[config.mk]
export PLATFORM = sky130hd
export DESIGN_NAME = lsu_master
export DESIGN_NICKNAME = d
export VERILOG_FILES = /design/src/rtl/lsu_master.sv
export SDC_FILE = /design/constraint.sdc
export NUM_CORES = 1
export LEC_CHECK = 0
export ABC_AREA = 1
export BUFFER_PORTS_ARGS = -buffer_cell sky130_fd_sc_hd__buf_2
export CAP_MARGIN = 20
export CORE_ASPECT_RATIO = 0.75
export CORE_MARGIN = 8
export CORE_UTILIZATION = 30
export CTS_CLUSTER_DIAMETER = 100
export DETAILED_ROUTE_END_ITERATION = 8
export GPL_TIMING_DRIVEN = 0
export PLACE_DENSITY = 0.61
export SLEW_MARGIN = 20
export SYNTH_ARGS = -nofsm -noshare
export SYNTH_HDL_FRONTEND = slang
export SYNTH_SLANG_ARGS = --single-unit
[constraint.sdc]
create_clock -name clk -period 6.9 [get_ports clk]
set_input_delay 1.38 -clock clk [delete_from_list [all_inputs] [get_ports clk]]
set_output_delay 1.38 -clock clk [all_outputs]
set_load 0.02 [all_outputs]
[src/rtl/lsu_master.sv]
// Load/store unit, initiator side of the data-memory interface.
// Steers store bytes into lanes, aligns/extends load data, flags misalignment and response timeout.
module lsu_master #(
  parameter int unsigned ADDR_W  = 32,
  parameter int unsigned DATA_W  = 32,
  parameter int unsigned TIMEOUT = 255
) (
  input  logic              clk,
  input  logic              rst,
  input  logic              req_valid,
  output logic              req_ready,
  input  logic              req_wen,
  input  logic [2:0]        req_funct3,
  input  logic [ADDR_W-1:0] req_addr,
  input  logic [DATA_W-1:0] req_wdata,
  output logic              rsp_valid,
  output logic [DATA_W-1:0] rsp_rdata,
  output logic              rsp_err,
  output logic              mem_valid,
  input  logic              mem_ready,
  output logic              mem_wen,
  output logic [ADDR_W-1:0] mem_addr,
  output logic [DATA_W-1:0] mem_wdata,
  output logic [7:0]        mem_wmask,
  input  logic              mem_rsp_valid,
  input  logic [DATA_W-1:0] mem_rsp_rdata
);

  localparam int unsigned CW = $clog2(TIMEOUT + 1);

  typedef enum logic [1:0] {S_IDLE, S_REQ, S_WAIT, S_RESP} state_e;

  state_e            state_q, state_d;
  logic              wen_q, wen_d;
  logic [2:0]        funct3_q, funct3_d;
  logic [1:0]        off_q, off_d;
  logic [CW-1:0]     cnt_q, cnt_d;
  logic              mem_valid_q, mem_valid_d;
  logic              mem_wen_q, mem_wen_d;
  logic [ADDR_W-1:0] mem_addr_q, mem_addr_d;
  logic [DATA_W-1:0] mem_wdata_q, mem_wdata_d;
  logic [7:0]        mem_wmask_q, mem_wmask_d;
  logic              rsp_valid_q, rsp_valid_d;
  logic              rsp_err_q, rsp_err_d;
  logic [DATA_W-1:0] rsp_rdata_q, rsp_rdata_d;

  logic              f3_ok, misal;
  logic [7:0]        lane_mask;
  logic [DATA_W-1:0] lane_wdata;
  logic [DATA_W-1:0] rd_shift, ld_data;

  // Request legality and store lane steering, evaluated on the incoming request
  always_comb begin
    unique case (req_funct3)
      3'b000, 3'b001, 3'b010: f3_ok = 1'b1;
      3'b100, 3'b101:         f3_ok = ~req_wen;
      default:                f3_ok = 1'b0;
    endcase
    misal = ((req_funct3[1:0] == 2'b01) && req_addr[0]) ||
            ((req_funct3[1:0] == 2'b10) && (req_addr[1:0] != 2'b00));

    unique case (req_funct3[1:0])
      2'b00: begin
        lane_mask  = 8'b0000_0001 << req_addr[1:0];
        lane_wdata = {4{req_wdata[7:0]}};
      end
      2'b01: begin
        lane_mask  = 8'b0000_0011 << req_addr[1:0];
        lane_wdata = {2{req_wdata[15:0]}};
      end
      default: begin
        lane_mask  = 8'h0F;
        lane_wdata = req_wdata;
      end
    endcase
    if (!req_wen) begin
      lane_mask  = '0;
      lane_wdata = '0;
    end
  end

  // Load alignment on the raw response word
  always_comb begin
    rd_shift = mem_rsp_rdata >> {off_q, 3'b000};
    unique case (funct3_q)
      3'b000:  ld_data = {{24{rd_shift[7]}}, rd_shift[7:0]};
      3'b100:  ld_data = {24'd0, rd_shift[7:0]};
      3'b001:  ld_data = {{16{rd_shift[15]}}, rd_shift[15:0]};
      3'b101:  ld_data = {16'd0, rd_shift[15:0]};
      default: ld_data = rd_shift;
    endcase
  end

  always_comb begin
    state_d     = state_q;
    wen_d       = wen_q;
    funct3_d    = funct3_q;
    off_d       = off_q;
    cnt_d       = cnt_q;
    mem_valid_d = mem_valid_q;
    mem_wen_d   = mem_wen_q;
    mem_addr_d  = mem_addr_q;
    mem_wdata_d = mem_wdata_q;
    mem_wmask_d = mem_wmask_q;
    rsp_valid_d = 1'b0;
    rsp_err_d   = 1'b0;
    rsp_rdata_d = '0;

    unique case (state_q)
      S_IDLE: begin
        if (req_valid) begin
          wen_d    = req_wen;
          funct3_d = req_funct3;
          off_d    = req_addr[1:0];
          if (!f3_ok || misal) begin
            state_d     = S_RESP;
            rsp_valid_d = 1'b1;
            rsp_err_d   = 1'b1;
          end else begin
            state_d     = S_REQ;
            mem_valid_d = 1'b1;
            mem_wen_d   = req_wen;
            mem_addr_d  = {req_addr[ADDR_W-1:2], 2'b00};
            mem_wdata_d = lane_wdata;
            mem_wmask_d = lane_mask;
          end
        end
      end
      S_REQ: begin
        if (mem_ready) begin
          mem_valid_d = 1'b0;
          cnt_d       = '0;
          // A response coincident with the handshake skips WAIT entirely
          if (mem_rsp_valid) begin
            state_d     = S_RESP;
            rsp_valid_d = 1'b1;
            rsp_rdata_d = wen_q ? '0 : ld_data;
          end else begin
            state_d = S_WAIT;
          end
        end
      end
      S_WAIT: begin
        if (mem_rsp_valid) begin
          state_d     = S_RESP;
          rsp_valid_d = 1'b1;
          rsp_rdata_d = wen_q ? '0 : ld_data;
        end else if (cnt_q == CW'(TIMEOUT - 1)) begin
          state_d     = S_RESP;
          rsp_valid_d = 1'b1;
          rsp_err_d   = 1'b1;
        end else begin
          cnt_d = cnt_q + CW'(1);
        end
      end
      S_RESP: begin
        state_d = S_IDLE;
        cnt_d   = '0;
      end
      default: state_d = S_IDLE;
    endcase
  end

  always_ff @(posedge clk or posedge rst) begin
    if (rst) begin
      state_q     <= S_IDLE;
      wen_q       <= 1'b0;
      funct3_q    <= '0;
      off_q       <= '0;
      cnt_q       <= '0;
      mem_valid_q <= 1'b0;
      mem_wen_q   <= 1'b0;
      mem_addr_q  <= '0;
      mem_wdata_q <= '0;
      mem_wmask_q <= '0;
      rsp_valid_q <= 1'b0;
      rsp_err_q   <= 1'b0;
      rsp_rdata_q <= '0;
    end else begin
      state_q     <= state_d;
      wen_q       <= wen_d;
      funct3_q    <= funct3_d;
      off_q       <= off_d;
      cnt_q       <= cnt_d;
      mem_valid_q <= mem_valid_d;
      mem_wen_q   <= mem_wen_d;
      mem_addr_q  <= mem_addr_d;
      mem_wdata_q <= mem_wdata_d;
      mem_wmask_q <= mem_wmask_d;
      rsp_valid_q <= rsp_valid_d;
      rsp_err_q   <= rsp_err_d;
      rsp_rdata_q <= rsp_rdata_d;
    end
  end

  assign req_ready = (state_q == S_IDLE);
  assign mem_valid = mem_valid_q;
  assign mem_wen   = mem_wen_q;
  assign mem_addr  = mem_addr_q;
  assign mem_wdata = mem_wdata_q;
  assign mem_wmask = mem_wmask_q;
  assign rsp_valid = rsp_valid_q;
  assign rsp_err   = rsp_err_q;
  assign rsp_rdata = rsp_rdata_q;

endmodule

==> run metrics, run 1 <==
synth-to-layout area growth=36.04%; Routed WL=19060 um; Setup crit end kind=primary output; reg2reg start=state_q[0]; ranking of synthesized cells by area=dfrtp_1 52%, nand2_1 19%, nand3_1 4.6%, o21ai_0 4.3%, nor2_1 4.1%; GR Util All Layers=0.1584; Yosys cell types=31; # resized after CTS=0; Hold Vio Cnt, Final=0; MaxCap Viol Count=0; fmax=0.3481 GHz; vias post-DR=5592; required time of the critical path=5.52 ns; top-count cell post-synth=nand2_1; R2R depth=9; first-pass GRT wire length=29840 um; Hold Path Stages=2; Post-Synthesis Cells=739; Post-synth ARST share=1.000; largest net degree at the start of global routing=74; Wirelength per Cell=15.49 um; # port buffers=208; die area=0.02376 mm^2; setup ws final=4.028 ns; drt via density=4.543; DP HPWL=14700 um; total iterations of the first detailed-routing run=5; Starting Density=0.3077; Max rail drop VDD=0.2163 mV; Post-synth EDFFs=0; Clock Latency Late Sink=0.42 ns; Synth Flop Type=dfrtp_1; Mapped Area=0.005712 mm^2; CTS H-Tree Depth=4; hold path startpoint=mem_wmask[4]; yosys warns=0; Slew headroom=0.6556; Worst setup SP type=flop; vias in the first global route=5447; dominant cell type by area after synthesis=dfrtp_1; Die W=175.3 um; Ports=214; # Post-CTS Setup Buffers=0; drt drc=0; Layout Skew=0.01196 ns; CP Data Arrival Time=1.49 ns; status=completed; Sw Ratio=0.4054; Power Total=3.377 mW; post-synthesis sequential area ratio=0.5214; Power Density=434.6 mW/mm^2; clock transition time at the flip-flop clock pins of the worst setup and hold paths=0.06 ns; Nets=1083; worst slew pin tran=0.5148 ns; Rows=43; Leak=4.472 nW; initial antenna violation count=1; Synth top cells by count=289 x nand2_1, 119 x dfrtp_1, 62 x nor2_1, 53 x nand3_1, 49 x o21ai_0; post-layout min period=2.872 ns; Reg-to-Reg End=mem_wmask[1]; root buf cell=clkbuf_16; post-synth top area share=0.5214; sequential power share=0.314; Gate power share=0.391; TritonCTS Sinks=119; Hold Crit Class=flop to flop; Worst Hold Path EP=mem_wmask[4]; max layer used=met5; TritonCTS buffer count=17; unrepaired setup endpoints after global routing=no; Routed met1 length=9223 um; fin crit share=0.4163; clk buf depth=2; WL met2=7942 um; Antenna diodes=0; Clk pwr share=0.295; synthesized area per cell=7.729 um^2; Setup violations, final=0; Final TNS setup=0 ns; flop-to-flop setup slack=4.76 ns; Routed met3 length=1723 um; ANT nets after route=0; pre-CTS setup slack=3.964 ns; CP Max Fanout=6; kind of critical path=flop to primary output; Yosys reg bits=119; Pint=2.008 mW; core area=0.01856 mm^2; Die H=135.5 um; layout cells sized above 1=0.2917; Max Slew Vio Count=0; TritonCTS clock tree=built; DR iter-0 viols=389; gr ovfl total=0; Net Switching=1.369 mW; gpl congestion=0.8251; Hold Slack=0.4568 ns; hold buffers post-CTS=0
## power by group through the flow
stage / sequential [mW] / combinational [mW] / clock [mW]
after CTS: 1.06 / 1.33 / 1.02
after global placement: 1.07 / 1.31 / 0
final: 1.06 / 1.32 / 0.996
after detailed placement: 1.07 / 1.33 / 0
after global routing: 1.09 / 1.48 / 1.05
after floorplan: 1.33 / 0.590 / 0
## worst max-delay path by stage
stage / endpoint / depth (start not counted) / slack [ns] / start
global placement: cnt_q[2] / 2 / 0.82 / rst
detailed placement: mem_addr[5] / 12 / 3.96 / req_funct3[1]
finish: req_ready / 3 / 4.03 / state_q[0]
floorplan: cnt_q[0] / 1 / 2.36 / rst
global route: req_ready / 3 / 3.92 / state_q[0]
CTS: req_ready / 3 / 3.99 / state_q[0]
## final cells by class
class,count,area (um^2)
Sequential cell,119,2978
Tap cell,247,309.0
Fill cell,1973,10790
Inverter,46,177.7
Clock buffer,18,439.2
Clock inverter,14,221.5
Buffer,41,227.7
Multi-Input combinational cell,537,2349
Timing Repair Buffer,209,1069
## metrics by stage
stage / util / std cells / area [um^2]
after global placement: 0.3813 / 1198 / 7077
after floorplan: - / 743 / 5727
after global routing: 0.4186 / 1231 / 7770
final: 0.4186 / 1231 / 7770
after detailed placement: 0.3830 / 1199 / 7109
after CTS: 0.4186 / 1231 / 7770
## placed cells by master, fill, tap and decap left out, types with 2 or more instances in the layout
cell        count
inv_6           4
inv_1          37
or2_2           3
clkinv_1        2
clkbuf_1       10
o21ai_0        49
nand3_2         2
clkinvlp_4      3
nand3_1        53
nor3_1         10
nor2_1         62
conb_1          5
bufinv_16       5
buf_4           7
ha_1            7
buf_6           3
nand4_1         3
clkbuf_16      17
inv_2           6
buf_2         228
nand2_1       289
o22ai_1         5
a21oi_1        39
clkinv_4        2
dfrtp_1       119
## critical path: stages, from the launching register on
cell and delay (ns):
dfrtp_1 0.44, inv_1 0.13, ha_1 0.29, buf_2 0.21
## cell families (layout without fill, tap and decap cells)
kind of cell	after synthesis	after routing	synth area share
and+or+nand+nor	427	427	0.3034
DFF	119	119	0.5214
AOI/OAI and AO/OA	97	97	0.08763
buffers and inverters	87	328	0.07010
adders and majority gates	7	7	0.01533
other	1	5	0.0006565
xor gates and xnor gates	1	1	0.001534
## per-layer routing
layer | track usage | vias up
li1 | - | 2803
met1 | 0.2202 | 2576
met2 | 0.2262 | 195
met3 | 0.06128 | 16
met4 | 0.03992 | 2
met5 | 0 | -
## sequential cells by signal, summed over array words and instances, names as in the netlist
register	count
off_q	2
wen_q	1
mem_addr	30
mem_wmask	5
funct3_q	3
cnt_q	8
mem_valid	1
mem_wdata	32
mem_wen	1
rsp_err	1
rsp_rdata	32
rsp_valid	1
state_q	2
No activity file was read; power rests on OpenSTA's default activity.
==> inputs of run 2 (changes only) <==
Settings changed: PLACE_DENSITY 0.61 to 0.63.
Clock period 6.9 ns to 2.6 ns, I/O delays scaled along.
==> run metrics, run 2 (synthesis gave the netlist of run 1 again) <==
Final Util=0.4168 (was 0.4186); Setup crit end kind=flop (was primary output); reg2reg start=state_q[0] (unchanged); fin crit share=0.8318; Power Total=8.606 mW (was 3.377 mW); layout cells sized above 1=0.2918 (was 0.2917); gr ovfl total=0 (unchanged); ANT nets after route=0 (unchanged); largest net degree at the start of global routing=34 (was 74); Max rail drop VDD=0.5306 mV (was 0.2163 mV); Max Slew Vio Count=0 (unchanged); Antenna diodes=0 (unchanged); Clk pwr share=0.265 (was 0.295); TritonCTS clock tree=built (unchanged); vias in the first global route=5403 (was 5447); core area=0.01856 mm^2 (unchanged); # resized after CTS=0 (unchanged); drt via density=4.511 (was 4.543); Pint=5.032 mW (was 2.008 mW); root buf cell=clkbuf_16 (unchanged); post-layout min period=2.163 ns; first-pass GRT wire length=29810 um (was 29840 um); drt drc=0 (unchanged); Starting Density=0.3077 (unchanged); Clock Latency Late Sink=0.41 ns (was 0.42 ns); MaxCap Viol Count=0 (unchanged); die area=0.02376 mm^2 (unchanged); hold buffers post-CTS=0 (unchanged); CP Data Arrival Time=2.45 ns (was 1.49 ns); Rows=43 (unchanged); Sw Ratio=0.4152 (was 0.4054); CP Max Fanout=10 (was 6); fmax=0.4624 GHz; # Post-CTS Setup Buffers=0 (unchanged); DP HPWL=15170 um (was 14700 um); most common cell after layout, fill and taps aside=nand2_1 (unchanged); Hold Crit Class=input port to asynchronous set/reset pin (was flop to flop); Power Density=1112 mW/mm^2 (was 434.6 mW/mm^2); unrepaired setup endpoints after global routing=no (unchanged); Nets=1086 (was 1083); Worst setup SP type=flop (unchanged); Leak=4.455 nW (was 4.472 nW); TritonCTS Sinks=119 (unchanged); status=completed (unchanged); Reg-to-Reg End=rsp_rdata[0] (was mem_wmask[1]); required time of the critical path=2.89 ns (was 5.52 ns); Hold Vio Cnt, Final=0 (unchanged); CTS H-Tree Depth=4 (unchanged); sequential power share=0.329 (was 0.314); R2R depth=8 (was 9); Gate power share=0.407 (was 0.391); Routed WL=19000 um (was 19060 um); Die W=175.3 um (unchanged); Ports=214 (unchanged); # port buffers=208 (unchanged); filler cell count=1954 (was 1973); most frequent cells in the layout=289 x nand2_1, 228 x buf_2, 119 x dfrtp_1, 62 x nor2_1, 53 x nand3_1 (unchanged); initial antenna violation count=0 (was 1); clock transition time at the flip-flop clock pins of the worst setup and hold paths=0.06 ns (about the same); flop-to-flop setup slack=0.44 ns (was 4.76 ns); Net Switching=3.573 mW (was 1.369 mW); kind of critical path=flop to flop (was flop to primary output); total iterations of the first detailed-routing run=5 (unchanged); vias post-DR=5566 (was 5592); DR iter-0 viols=462 (was 389); Setup violations, final=0 (unchanged); setup ws final=0.4372 ns (was 4.028 ns); Final TNS setup=0 ns (unchanged); Die H=135.5 um (unchanged); synth-to-layout area growth=35.44% (was 36.04%); GR Util All Layers=0.1588 (was 0.1584); Layout Skew=0.008848 ns (was 0.01196 ns); gpl congestion=0.8514 (was 0.8251); clk buf depth=2 (unchanged); Wirelength per Cell=15.40 um (was 15.49 um); TritonCTS buffer count=17 (unchanged); pre-CTS setup slack=0.4585 ns (was 3.964 ns)
run 2: changes by cell type in the layout (fill, tap and decap cells not counted):
cell	previous run	this run
clkinvlp_4	3	4
bufinv_16	5	2
clkbuf_1	10	12
buf_12	0	4
buf_16	1	0
clkinv_2	1	4
clkinv_4	2	3
inv_6	4	0
run 2: how the worst max path moves through the flow:
stage	startpoint	end	slack, ns	depth (start not counted)
finish	state_q[0]	rsp_rdata[0]	0.44	8
global placement	rst	cnt_q[2]	-0.26	2
detailed placement	state_q[0]	rsp_rdata[0]	0.46	8
floorplan	rst	cnt_q[0]	0.62	1
global route	state_q[0]	rsp_rdata[0]	0.26	8
CTS	state_q[0]	rsp_rdata[0]	0.45	8
run 2: worst max-delay path, stage by stage (launching register included):
cell and delay, ns:
dfrtp_1 0.43, inv_1 0.13, ha_1 0.15, buf_4 0.16, nand2_1 0.08, nand2_1 0.09
nand3_1 0.34, clkbuf_1 0.33, a211oi_1 0.31
run 2: metrics by stage:
stage	std cells	hold slack, ns	instance area (um^2)
global placement	1198	0.4462	7081
CTS	1234	0.05643	7736
finish	1234	0.06805	7736
floorplan	743	0.4725	5731
detailed placement	1202	0.4476	7161
global route	1234	0.06515	7736
run 2: power by group through the flow:
stage          combinational (mW)  clock [mW]  sequential, mW
2_1_floorplan                1.57           0            3.54
3_3_place_gp                 3.48           0            2.84
3_5_place_dp                 3.53           0            2.84
4_1_cts                      3.53        2.35            2.83
5_1_grt                      3.93        2.44            2.90
6_report                     3.50        2.28            2.83
run 2: area by class of cell:
| class | instances | area [um^2] | share of cell area |
|---|---|---|---|
| Multi-Input combinational cell | 537 | 2349 | 0.3036 |
| Clock buffer | 20 | 446.7 | 0.05774 |
| Timing Repair Buffer | 212 | 1121 | 0.1449 |
| Inverter | 46 | 176.4 | 0.02280 |
| Buffer | 41 | 227.7 | 0.02944 |
| Sequential cell | 119 | 2978 | 0.3849 |
| Clock inverter | 12 | 128.9 | 0.01666 |
| Tap cell | 247 | 309.0 | 0.03995 |
run 2: metal layers:
metal  vias to the layer above  track usage  wire (um)
met5                         -            0          0
met4                         0      0.03758        111
met3                        11      0.06212       1671
met2                       204       0.2184       7745
met1                      2544       0.2279       9472
li1                       2807            -          -
